<file path="src/rtl/serial_tx_reg.sv">
// Framed serial transmitter: start bit, LSB-first data, optional parity, stop bit.
// Accepts a parallel word on a valid/ready handshake. Each bit is held CLKS_PER_BIT clocks.
module serial_tx_reg #(
    parameter int DATA_W       = 4,
    parameter int CLKS_PER_BIT = 4,
    parameter int PARITY_EN    = 1,
    parameter int PARITY_ODD   = 0
) (
    input  logic              clk,
    input  logic              reset,
    input  logic [DATA_W-1:0] st_data_input,
    input  logic              st_load,
    output logic              st_ready,
    output logic              st_busy,
    output logic              st_serial_out,
    output logic              st_done
);

    localparam int DIV_W = (CLKS_PER_BIT > 1) ? $clog2(CLKS_PER_BIT) : 1;
    localparam int BIT_W = (DATA_W > 1) ? $clog2(DATA_W) : 1;
    localparam logic [DIV_W-1:0] DIV_MAX = DIV_W'(CLKS_PER_BIT - 1);
    localparam logic [BIT_W-1:0] BIT_MAX = BIT_W'(DATA_W - 1);

    typedef enum logic [2:0] {IDLE, START, DATA, PARITY, STOP} state_t;

    state_t            state;
    logic [DATA_W-1:0] shift;
    logic [DIV_W-1:0]  div;
    logic [BIT_W-1:0]  bit_cnt;
    logic              parity;
    logic              bit_end;

    assign bit_end = (div == DIV_MAX);

    always_ff @(posedge clk or negedge reset) begin
        if (!reset) begin
            state         <= IDLE;
            shift         <= '0;
            div           <= '0;
            bit_cnt       <= '0;
            parity        <= 1'b0;
            st_ready      <= 1'b1;
            st_busy       <= 1'b0;
            st_serial_out <= 1'b1;
            st_done       <= 1'b0;
        end else begin
            st_done <= 1'b0;
            if (state != IDLE)
                div <= bit_end ? '0 : div + 1'b1;
            unique case (state)
                IDLE: begin
                    if (st_load) begin
                        shift         <= st_data_input;
                        parity        <= (^st_data_input) ^ (PARITY_ODD != 0);
                        div           <= '0;
                        bit_cnt       <= '0;
                        state         <= START;
                        st_serial_out <= 1'b0;
                        st_ready      <= 1'b0;
                        st_busy       <= 1'b1;
                    end
                end
                START: begin
                    if (bit_end) begin
                        state         <= DATA;
                        st_serial_out <= shift[0];
                        shift         <= shift >> 1;
                    end
                end
                DATA: begin
                    if (bit_end) begin
                        if (bit_cnt == BIT_MAX) begin
                            if (PARITY_EN != 0) begin
                                state         <= PARITY;
                                st_serial_out <= parity;
                            end else begin
                                state         <= STOP;
                                st_serial_out <= 1'b1;
                            end
                        end else begin
                            bit_cnt       <= bit_cnt + 1'b1;
                            st_serial_out <= shift[0];
                            shift         <= shift >> 1;
                        end
                    end
                end
                PARITY: begin
                    if (bit_end) begin
                        state         <= STOP;
                        st_serial_out <= 1'b1;
                    end
                end
                STOP: begin
                    // Ready rises together with done so a new word can follow immediately
                    if (bit_end) begin
                        state    <= IDLE;
                        st_ready <= 1'b1;
                        st_busy  <= 1'b0;
                        st_done  <= 1'b1;
                    end
                end
                default: state <= IDLE;
            endcase
        end
    end

endmodule

</file>
<file path="config.mk">
export PLATFORM = sky130hd
export DESIGN_NAME = serial_tx_reg
export DESIGN_NICKNAME = d
export VERILOG_FILES = /design/src/rtl/serial_tx_reg.sv
export SDC_FILE = /design/constraint.sdc
export NUM_CORES = 1
export LEC_CHECK = 0
export CAP_MARGIN = 20
export CORE_UTILIZATION = 47
export CTS_CLUSTER_SIZE = 25
export DETAILED_ROUTE_END_ITERATION = 10
export PLACE_DENSITY_LB_ADDON = 0.12
export SYNTH_ARGS = -nofsm -noshare
export SYNTH_HDL_FRONTEND = slang
export SYNTH_SLANG_ARGS = --single-unit
</file>
<file path="constraint.sdc">
create_clock -name clk -period 2.1 [get_ports clk]
set_clock_uncertainty 0.2 [all_clocks]
set_input_delay 0.21 -clock clk [delete_from_list [all_inputs] [get_ports clk]]
set_output_delay 0.21 -clock clk [all_outputs]
set_load 0.005 [all_outputs]
</file>
==> metrics.md <==
| Metric | Value |
|---|---|
| Status | `completed` |
| Crit-path max FO | `4` |
| Filler cells | `154` |
| PD cells | `1302 mW/mm^2` |
| Slew Limit Fails | `0` |
| Slowest-stage cell, CP | `dfrtp_1` |
| Critical Path Start Type | `register` |
| Post-CTS sizing | `0` |
| CP top delay family | `simple AND/OR/NAND/NOR gates` |
| Post-Syn Nets | `92` |
| Final worst-path cycle share | `0.9429` |
| Number of global-route vias before repair | `around 650` |
| Initial antenna violation count | `0` |
| Clock Tree Root | `clkbuf_4` |
| Cts hold-fix bufs | `0` |
| Most frequent cells in the layout | `14 x dfrtp_1, 10 x clkdlybuf4s50_1, 9 x nand2_1` |
| Gr ovfl total | `0` |
| Clock network fraction of design power | `0.114` |
| I/O pin total | `11` |
| Syn avg cell area | `10.57 um^2` |
| Critical path's largest stage delay | `between 300 and 400 ps` |
| Fmax | `0.5051 GHz` |
| R2r startpoint | `div[0]$_DFF_PN0_` |
| Via/cell ratio | `5.484` |
| # rows | `15` |
| Yosys reg bits | `16` |
| Die Span Y | `45.20 um` |
| Worst path bufs/invs | `0` |
| Final net count | `110` |
| WP data arrival | `1950 ps` |
| Total wire length | `1703 um` |
| Initial drt markers | `9` |
| Global-route wire length before repair | `between 2000 and 3000 um` |
| Crit path cell chain | `ha_1, nand2_1, or3_4, a31oi_4, mux2_2` |
| Lkg Pwr | `0.4455 nW` |
| Seq pwr share | `0.394` |
| Antenna diodes | `0` |
| Placed Cells | `121` |
| Total GRT Usage | `0.2022` |
| Int Pwr | `0.8641 mW` |
| Post-CTS setup buffers | `0` |
| Hold Path Class | `primary input to asynchronous set/reset pin` |
| VDD IR-drop max | `0.8061 mV` |
| Max Root-Sink Buffers | `2` |
| Hpwl dp | `1312 um` |
| Clk Latency, worst-skew pair | `280 ps` |
| Worst-Margin Slew | `635.5 ps` |
| Critical path data required time | `roughly 2100 ps` |
| Warnings from Yosys | `0` |
| Flop-to-flop setup slack | `120 ps` |
| Max-cap violations | `0` |
| Initial Utilization | `0.5025` |
| RSZ-0062 raised after global routing | `no` |
| Residual DRC | `0` |
| Clk sinks | `16` |
| Cells after Synth | `83` |
| Sw Ratio | `0.3717` |
| Net Sw Power | `0.5113 mW` |
| Min cycle time layout | `1980 ps` |
| Detailed Routing Iterations Pass 1 | `4` |
| Clk slew on worst S/H paths | `90 ps` |
| Via Count | `680` |
| Core Area | `0.001745 mm^2` |
| Multi-input combinational cell area | `435.4 um^2` |
| Worst Setup End Kind | `register` |
| R2r endpoint | `shift[3]$_DFFE_PN0P_` |
| Gpl congestion | `0.7916` |
| Distinct cells, synth | `34` |
| Critical path class | `register to register` |
| Cell area after synthesis | `877.1 um^2` |
| WL/cell | `13.73 um` |
| Clock buffer count from CTS | `3` |
| Combinational cell fraction of total power | `0.492` |
| Pre-CTS setup slack | `~130 ps` |
| Sequential element share of the synthesized area | `0.4593` |
| Worst R2R Path Depth | `5` |
| Die area | `0.002043 mm^2` |
| Max transition margin | `0.5731` |
| Final-report setup violation count | `0` |
| Largest net degree at the start of global routing | `10` |
| Post-route non-filler standard cell count | `roughly 120` |
| Register Area | `402.9 um^2` |
| Final-report hold violation count | `0` |
| Most common cell after layout, fill and taps aside | `dfrtp_1` |
| Final worst slack | `120.0 ps` |
| Ratio of cells with drive above 1 in the final layout | `0.2323` |
| Die width | `45.20 um` |
| Setup TNS | `0 ps` |
| Port bufs | `10` |
| Remaining antenna violation count | `0` |
| Hold Slack | `15.68 ps` |
| H-tree Lvls | `1` |
| CTS tree | `done` |
| Syn-to-layout area delta | `20.40%` |
[power by group through the flow]
stage	registers (mW)	logic, mW	clock network, mW
2_1_floorplan	0.505	0.536	0
3_3_place_gp	0.541	0.654	0
3_5_place_dp	0.545	0.678	0
4_1_cts	0.539	0.683	0.166
5_1_grt	0.560	0.758	0.186
6_report	0.541	0.677	0.157
[sequential cells by signal (all words and copies together), names as in the netlist]
| register | cells |
|---|---|
| st_busy | 1 |
| shift | 4 |
| bit_cnt | 2 |
| st_done | 1 |
| st_serial_out | 1 |
| st_ready | 1 |
| state | 3 |
| div | 2 |
| parity | 1 |
[metal layers]
layer	track usage	up-vias	routed length, um
met2	0.3014	13	814
met4	0.1152	0	13
met3	0.05200	2	46
met1	0.2645	327	829
li1	-	338	-
met5	0	-	0
[worst max-delay path by stage]
stage | depth (start not counted) | start | to
after floorplan | 4 | bit_cnt[0]$_DFFE_PN0P_ | shift[0]$_DFFE_PN0P_
after global placement | 4 | st_load | bit_cnt[0]$_DFFE_PN0P_
after detailed placement | 5 | div[0]$_DFF_PN0_ | shift[3]$_DFFE_PN0P_
after CTS | 5 | div[0]$_DFF_PN0_ | shift[0]$_DFFE_PN0P_
after global routing | 5 | div[0]$_DFF_PN0_ | shift[1]$_DFFE_PN0P_
final | 5 | div[0]$_DFF_PN0_ | shift[3]$_DFFE_PN0P_
[stage by stage]
stage / area [um^2] / total power, mW / utilization
5_1_grt: 1056 / 1.504 / 0.6050
3_5_place_dp: 1033 / 1.223 / 0.5921
4_1_cts: 1056 / 1.388 / 0.6050
2_1_floorplan: 877.1 / 1.041 / -
3_3_place_gp: 1033 / 1.196 / 0.5921
6_report: 1056 / 1.375 / 0.6050
[worst reg2reg max path: stages, from the launching register on]
cell     delay, ps
dfrtp_1        380
ha_1           220
nand2_1        100
or3_4          350
a31oi_4        260
mux2_2         360
[cells in the mapped netlist]
master,count,area (um^2)
a31oi_4,1,21.27
a21oi_1,8,40.04
inv_1,3,11.26
a41o_1,1,10.01
nor2b_1,2,12.51
nor4_1,1,6.260
mux2i_1,1,10.01
a32o_1,1,10.01
buf_2,1,5.000
xnor2_1,4,35.03
o31ai_1,1,7.510
a21boi_0,1,7.510
ha_1,2,25.02
dfstp_2,2,52.55
buf_6,1,11.26
mux2_2,8,90.09
buf_4,1,7.510
or3_4,1,11.26
or2_2,1,6.260
o22ai_1,1,6.260
nor3_1,1,5.000
nor3b_1,1,7.510
o21bai_1,1,7.510
nor2_1,5,18.77
a2111o_1,1,11.26
dfrtp_1,14,350.3
o32ai_1,1,8.760
nand3b_1,1,7.510
a31oi_1,1,6.260
and3_1,1,6.260
o21ai_0,3,15.01
a311oi_1,1,8.760
clkbuf_1,1,3.750
nand2_1,9,33.78
[cells by family (layout without fill, tap and decap cells)]
kind of cell	after synthesis	after routing	synth area share
AND/OR/NAND/NOR	23	23	0.1313
AO/OA/AOI/OAI	22	22	0.1826
flip-flops	16	16	0.4593
multiplexers	9	9	0.1141
buffers and inverters	7	23	0.04421
XOR/XNOR	4	4	0.03994
adder cells (fa/ha/maj)	2	2	0.02853
[layout make-up]
| type | instances | area share |
|---|---|---|
| timing repair buffer | 17 | 0.1445 |
| clock buffer | 3 | 0.02133 |
| tap | 25 | 0.02962 |
| multi-input combinational | 60 | 0.4123 |
| inverter | 3 | 0.01066 |
| sequential | 16 | 0.3815 |
(Power assumes the default switching activity.)
